$ cat config.mk
export PLATFORM = sky130hd
export DESIGN_NAME = tmds_channel_encoder
export DESIGN_NICKNAME = d
export VERILOG_FILES = /design/src/rtl/tmds_channel_encoder.sv
export SDC_FILE = /design/constraint.sdc
export NUM_CORES = 1
export LEC_CHECK = 0
export CAP_MARGIN = 5
export CORE_MARGIN = 4
export CORE_UTILIZATION = 35
export DETAILED_ROUTE_END_ITERATION = 10
export HOLD_SLACK_MARGIN = 0.06
export MAX_ROUTING_LAYER = met4
export PLACE_DENSITY_LB_ADDON = 0.2
export SYNTH_ARGS = -nofsm -noshare
export SYNTH_HDL_FRONTEND = slang
export SYNTH_SLANG_ARGS = --single-unit
$ cat constraint.sdc
create_clock -name clk -period 5.5 [get_ports clk]
set_clock_uncertainty 0.1 [all_clocks]
set_input_delay 1.1 -clock clk [delete_from_list [all_inputs] [get_ports clk]]
set_output_delay 1.1 -clock clk [all_outputs]
set_load 0.005 [all_outputs]
$ cat src/rtl/tmds_channel_encoder.sv
// Three-channel DVI TMDS 8b/10b encoder, two-stage pipeline in the pixel clock domain.
// Stage 1 registers the transition-minimised word; stage 2 applies DC balance per channel.
module tmds_channel_encoder #(
    parameter bit         CTRL_BLUE_ONLY = 1'b1,
    parameter logic [9:0] RESET_WORD     = 10'b1101010100
) (
    input  logic        clk,
    input  logic        reset,
    input  logic [23:0] rgb,
    input  logic        hsync,
    input  logic        vsync,
    input  logic        vde,
    input  logic [3:0]  ctl,
    output logic [9:0]  tmds_ch0,
    output logic [9:0]  tmds_ch1,
    output logic [9:0]  tmds_ch2
);

    function automatic logic [3:0] count_ones(input logic [7:0] d);
        logic [3:0] n;
        n = 4'd0;
        for (int i = 0; i < 8; i++) n = n + {3'b000, d[i]};
        return n;
    endfunction

    function automatic logic [8:0] min_transitions(input logic [7:0] d);
        logic [3:0] n1;
        logic       use_xnor;
        logic [8:0] q;
        n1       = count_ones(d);
        use_xnor = (n1 > 4'd4) || ((n1 == 4'd4) && !d[0]);
        q        = 9'd0;
        q[0]     = d[0];
        for (int i = 1; i < 8; i++)
            q[i] = use_xnor ? ~(q[i-1] ^ d[i]) : (q[i-1] ^ d[i]);
        q[8] = ~use_xnor;
        return q;
    endfunction

    function automatic logic [9:0] ctrl_code(input logic [1:0] c);
        logic [9:0] w;
        case (c)
            2'b00:   w = 10'b1101010100;
            2'b01:   w = 10'b0010101011;
            2'b10:   w = 10'b0101010100;
            default: w = 10'b1010101011;
        endcase
        return w;
    endfunction

    logic       vde_d;
    logic [1:0] ctrl_in [3];
    logic [9:0] word    [3];

    // ch0 always carries the syncs; ch1/ch2 carry ctl only in HDMI-style control mode.
    always_comb begin
        ctrl_in[0] = {vsync, hsync};
        ctrl_in[1] = CTRL_BLUE_ONLY ? 2'b00 : ctl[1:0];
        ctrl_in[2] = CTRL_BLUE_ONLY ? 2'b00 : ctl[3:2];
    end

    always_ff @(posedge clk) begin
        if (!reset) vde_d <= 1'b0;
        else        vde_d <= vde;
    end

    for (genvar ch = 0; ch < 3; ch++) begin : g_chan
        logic [8:0]        q_m;
        logic [1:0]        ctrl_d;
        logic signed [4:0] cnt;
        logic [9:0]        word_nx;
        logic signed [4:0] cnt_nx;
        logic [3:0]        n1q;
        logic signed [5:0] diff6;
        logic signed [4:0] diff;

        always_ff @(posedge clk) begin
            if (!reset) begin
                q_m    <= 9'd0;
                ctrl_d <= 2'b00;
            end else begin
                q_m    <= min_transitions(rgb[ch*8 +: 8]);
                ctrl_d <= ctrl_in[ch];
            end
        end

        // diff = N1q - N0q = 2*N1q - 8, always within -8..+8
        always_comb begin
            n1q   = count_ones(q_m[7:0]);
            diff6 = $signed({1'b0, n1q, 1'b0}) - 6'sd8;
            diff  = diff6[4:0];
        end

        always_comb begin
            word_nx = ctrl_code(ctrl_d);
            cnt_nx  = 5'sd0;
            if (vde_d) begin
                if ((cnt == 5'sd0) || (diff == 5'sd0)) begin
                    word_nx = {~q_m[8], q_m[8], q_m[8] ? q_m[7:0] : ~q_m[7:0]};
                    cnt_nx  = q_m[8] ? (cnt + diff) : (cnt - diff);
                end else if (((cnt > 5'sd0) && (diff > 5'sd0)) ||
                             ((cnt < 5'sd0) && (diff < 5'sd0))) begin
                    word_nx = {1'b1, q_m[8], ~q_m[7:0]};
                    cnt_nx  = cnt + (q_m[8] ? 5'sd2 : 5'sd0) - diff;
                end else begin
                    word_nx = {1'b0, q_m[8], q_m[7:0]};
                    cnt_nx  = cnt + diff - (q_m[8] ? 5'sd0 : 5'sd2);
                end
            end
        end

        always_ff @(posedge clk) begin
            if (!reset) begin
                cnt  <= 5'sd0;
                word[ch] <= RESET_WORD;
            end else begin
                cnt  <= cnt_nx;
                word[ch] <= word_nx;
            end
        end
    end

    assign tmds_ch0 = word[0];
    assign tmds_ch1 = word[1];
    assign tmds_ch2 = word[2];

endmodule

# Word level (Yosys, flattened, before mapping)
# Memories as Yosys holds them, arrays and structs flattened.
# Index checks and enable logic that the tools add are counted.
dict set report totals {
  ramBits 30
  word_cells 226
  input_bits 33
  mem_count 1
  regBits 45
}
# memory words width read_ports rd_clocked_by_memory_dff wr line
set mem_list {}
lappend mem_list {word 3 10 3 0 3 53} ;# logic [9:0] word [3];
dict set report classes {
  reduce_logical 29
  n_addsub 60
  bitwise_logic 54
  eq_ne 5
  mux 54
  n_lt_le_gt_ge 15
}
# operator count
set ops {}
lappend ops {{2-to-1 mux 10 bit} 12}
lappend ops {{adder 4 x 1 -> 4 bit} 24}
lappend ops {{2-to-1 mux 5 bit} 9}
lappend ops {{> comparator 5 x 1 -> 1 bit, second input constant} 6}
lappend ops {{logical NOT 5 bit} 6}
lappend ops {{< comparator 5 x 1 -> 1 bit, second input constant} 6}
lappend ops {{case mux 10 bit (3 select lines)} 1}
lappend ops {{subtractor 5 bit} 6}
lappend ops {{NOT 1 bit} 27}
lappend ops {{adder 3 x 1 -> 4 bit} 6}
lappend ops {{2-to-1 mux 8 bit} 3}
lappend ops {{NOT 8 bit} 3}
lappend ops {{2-to-1 mux 1 bit} 23}
lappend ops {{XOR 1 bit} 21}
lappend ops {{adder 2 x 1 -> 3 bit} 6}
lappend ops {{adder 5 x 3 -> 5 bit} 3}
lappend ops {{adder 5 bit} 3}
lappend ops {{subtractor 5 x 3 -> 5 bit} 3}
lappend ops {{subtractor 5 x 4 -> 5 bit, second input constant} 3}
lappend ops {{adder 1 x 1 -> 2 bit} 6}
lappend ops {{== test 4 x 3 -> 1 bit, second input constant} 3}
lappend ops {{> comparator 4 x 3 -> 1 bit, second input constant} 3}
lappend ops {{2-to-1 mux 2 bit} 6}
lappend ops {{logical AND 1 bit} 9}
lappend ops {{other kinds (7)} 19}

# Longest topological paths before layout
dict set report logic_depth {
  ltp_word 29
  mapped_depth 17
  depth_no_buf 16
}

# Worst setup path after synthesis
# No wires, ideal clock.
dict set report synth_path {
  path_type {input -> register}
  startpoint {in rgb[8]}
  endpoint {reg g_chan[1].q_m[7]}
  setup_ps 65
  t_arrival_ps 4443
  stages 12
  n_path_buf 0
  slack_ps 892
  path_cell_list {inv_1 fa_1 fa_1 fa_1 inv_1 ha_1 fa_1 nor3b_1 o21ai_0 a21oi_1 xnor3_1 nor2_1}
}
dict set report synth_between {
  elab_chain_len 29
  elab_cells_between_ends 33
  classes_between {add/sub (7); order compare (1); eq/ne (1); mux (7); bitwise (14); reduce/logical (3)}
}
# element line
set synth_lines {}
lappend synth_lines {{start, declared} 9} ;# input logic [23:0] rgb,
lappend synth_lines {{parallel branches: the longest is 28 deep, another holds adder 3 x 1 -> 4 bit} --}
lappend synth_lines {{2-to-1 mux 1 bit *} 35} ;# q[i] = use_xnor ? ~(q[i-1] ^ d[i]) : (q[i-1] ^ d[i]);
lappend synth_lines {{end signal, assigned} 82} ;# q_m <= min_transitions(rgb[ch*8 +: 8]);
lappend synth_lines {{end, declared} 68} ;# logic [8:0] q_m;
# Mark *: on every way between the ends.
# A chain may end at the register's enable or synchronous reset.

# Worst setup path in the final report
# Same ends and word-level chain as after synthesis.

==> results.cfg <==
[synthesis]
synth_area_mm2 = 0.00535
ys_ff_latch = 72
synth_top_area_frac = 0.270
ys_top_cells_by_area = dfxtp_1, fa_1, ha_1, xnor2_1, inv_1
yosys.area.top_type = dfxtp_1
yosysSeqAreaShare = 0.270
syn_area_per_cell_um2 = 9.56
synth_cells = 559
syn-num-nets = 692
synth_cell_type_count = 38
ys_warn_count = 0

[sta]
setup_tns_ps = 0
slew_viol_final = 0
hold_violations = 0
rsz0062_at_grt = no
timing.fmax_mhz = 208
setup_viol = 0
max_slew_margin = 0.348
fin_crit_sh = 0.874
tightestPinTransition_ps = 976
period_needed_ps = 4810
hold_slack_ps = 395

[global_routing]
grt_overflow_total = 0
grt_pass1_vias = 3957
grt.total_usage = 0.134
grt_util_met2 = 0.226
busiest_layer = met2
grt_max_degree = 25
antenna_found_initial = 0
grt_pass1_wl_um = 18500
use_met1 = 0.160
met3_usage = 0.0340

[flow_run]
maxCapViolCount = 0

[routing]
final_antenna_net_count = 0
totalWireLength_um = 10700
vias_per_cell = 4.62
drtIter0Drc = 160
dr.pass1.iters = 4
num_vias = 3716
post_drt_wl_per_cell_um = 13.3
drc_errors = 0

[worst_setup_path]
crit_path_max_incr_delay_ps = 580
crit_path_end_kind = flip-flop
reg2reg_slack_ps = 860
cp_max_fo = 3
regToRegStartpoint = g_chan[0].q_m[0]
crit_path_end = g_chan[1].q_m[7]
cp.required_ps = 5660
crit_start = rgb[8]
r2r_cells = 15
cpMaxStageDelayCell = fa_1
crit_arrival_ps = 4970
path_buf_inv = 3
critPathKind = input port to flip-flop
cp_cell_sequence = clkdlybuf4s50_1 > inv_1 > fa_1 > fa_1 > fa_1 > inv_1 > ha_1 > fa_1 > nor3b_1 > o21ai_0 > a21oi_1 > xnor3_1 > nor2_1
critical_path_cell_count = 13
reg2reg_to = word[0][4]
worst_setup_path_start_kind = input port
path_delay_family = adder cells
critical_path.most_common_cell = fa_1

[cells_and_area]
syn2layout_area_growth_pct = 20.7
antenna_cells = 0
drive_above_1_share = 0.0355
layout.nets = 749
mostFrequentLayoutCells = inv_1, dfxtp_1, xnor2_1
finalNonFillerCells = 804
layout_commonest_cell = inv_1
num-fill-cells = 1486
design_area_mm2 = 0.00645

[floorplan]
dieWidth_um = 132
die_h_um = 132
fp-row-count = 44
start_util = 0.362
die_area_mm2 = 0.0173
core-area_mm2 = 0.0148
ios = 63

[clock_tree]
ctsHoldBuffers = 0
cts_tree = built
clk_latency_ps = 340
clk_pin_slew_ps = 60
cts_made_buffers = 9
cts_num_sinks = 72
post-cts-setup-buffers = 0
htreeDepth = 3
cts_buffer_depth = 2
cts.repair.resized = 0
cts-root-buf = clkbuf_16

[run_status]
status = completed

[place]
dp.cells = 789
place_hpwl_um = 8440
routabilityCongestion = 0.841
port_buffers = 58
placed_area_mm2 = 0.00608

[worst_hold_path]
worstHoldStart = g_chan[1].q_m[6]
worstHoldPathType = flip-flop to flip-flop
[cell families (layout without fill, tap and decap cells)]
| logic type | after synthesis | count (layout) | synth area share |
|---|---|---|---|
| buffers and inverters | 119 | 180 | 0.0892 |
| DFF | 72 | 72 | 0.270 |
| adders and majority gates | 100 | 100 | 0.289 |
| muxes | 8 | 8 | 0.0204 |
| AOI/OAI and AO/OA | 62 | 62 | 0.0749 |
| and+or+nand+nor | 114 | 114 | 0.109 |
| xor gates and xnor gates | 84 | 84 | 0.148 |
[stage by stage]
stage / util / setup slack, ps
finish: 0.437 / 694
global route: 0.437 / 521
CTS: 0.437 / 670
detailed placement: 0.412 / 319
global placement: 0.412 / 365
floorplan: - / 892
[how the worst min path moves through the flow]
stage,to,slack [ps],cells past startpoint
6_report,word[1][6],400,2
5_1_grt,word[1][4],440,2
3_3_place_gp,word[1][4],390,2
4_1_cts,word[1][6],400,2
3_5_place_dp,word[1][6],390,2
2_1_floorplan,word[1][4],370,2
[tightest hold or removal path, delay by kind of cell (launching register included)]
kind	cells	cell delay, ps
simple gates	1	50
xor+xnor	1	70
flops	1	340
[registers in the layout, summed over array words and instances, names as in the netlist]
register	cells
g_chan.ctrl_d	2
g_chan.q_m	27
word	30
vde_d	1
g_chan.cnt	12
[synthesized netlist by cell type (all sizes together)]
library cell  instances
nor3                  8
a21oi                21
inv                 106
buf                   4
xnor3                 4
dfxtp                72
nor2b                 6
o21ai                 6
o31ai                 1
o21a                  3
mux2i                 8
xnor2                65
nor3b                 6
o21bai                3
and4                  3
nand2b                2
or3b                  2
ha                   61
a21o                  3
xor2                 15
nor2                 47
fa                   39
a211oi                9
clkbuf                9
a31oi                 3
nand2                17
nand3b                1
or3                   3
a311oi                3
nor4b                 3
nand3                 3
o211ai                4
a221oi                1
and2                 13
o32ai                 3
o22ai                 2
[layout make-up]
class                   count  area [um2]  area share
repair buffers             59         588      0.0911
multi-input cells         368        3430       0.531
well taps                 184         230      0.0357
clock inverters             5         129      0.0200
inverters                 106         398      0.0617
flip-flops and latches     72        1440       0.223
clock buffers              10         239      0.0370
[layer usage]
layer	wire (um)	part of all wire	vias to the layer above
met5	0	0	-
met4	106	0.0099	0
met3	297	0.028	7
met2	5290	0.49	49
met1	5000	0.47	1787
li1	-	-	1873
Power is not shown: default switching activity piles up to over one toggle a cycle in this logic, so the estimate is an artifact.
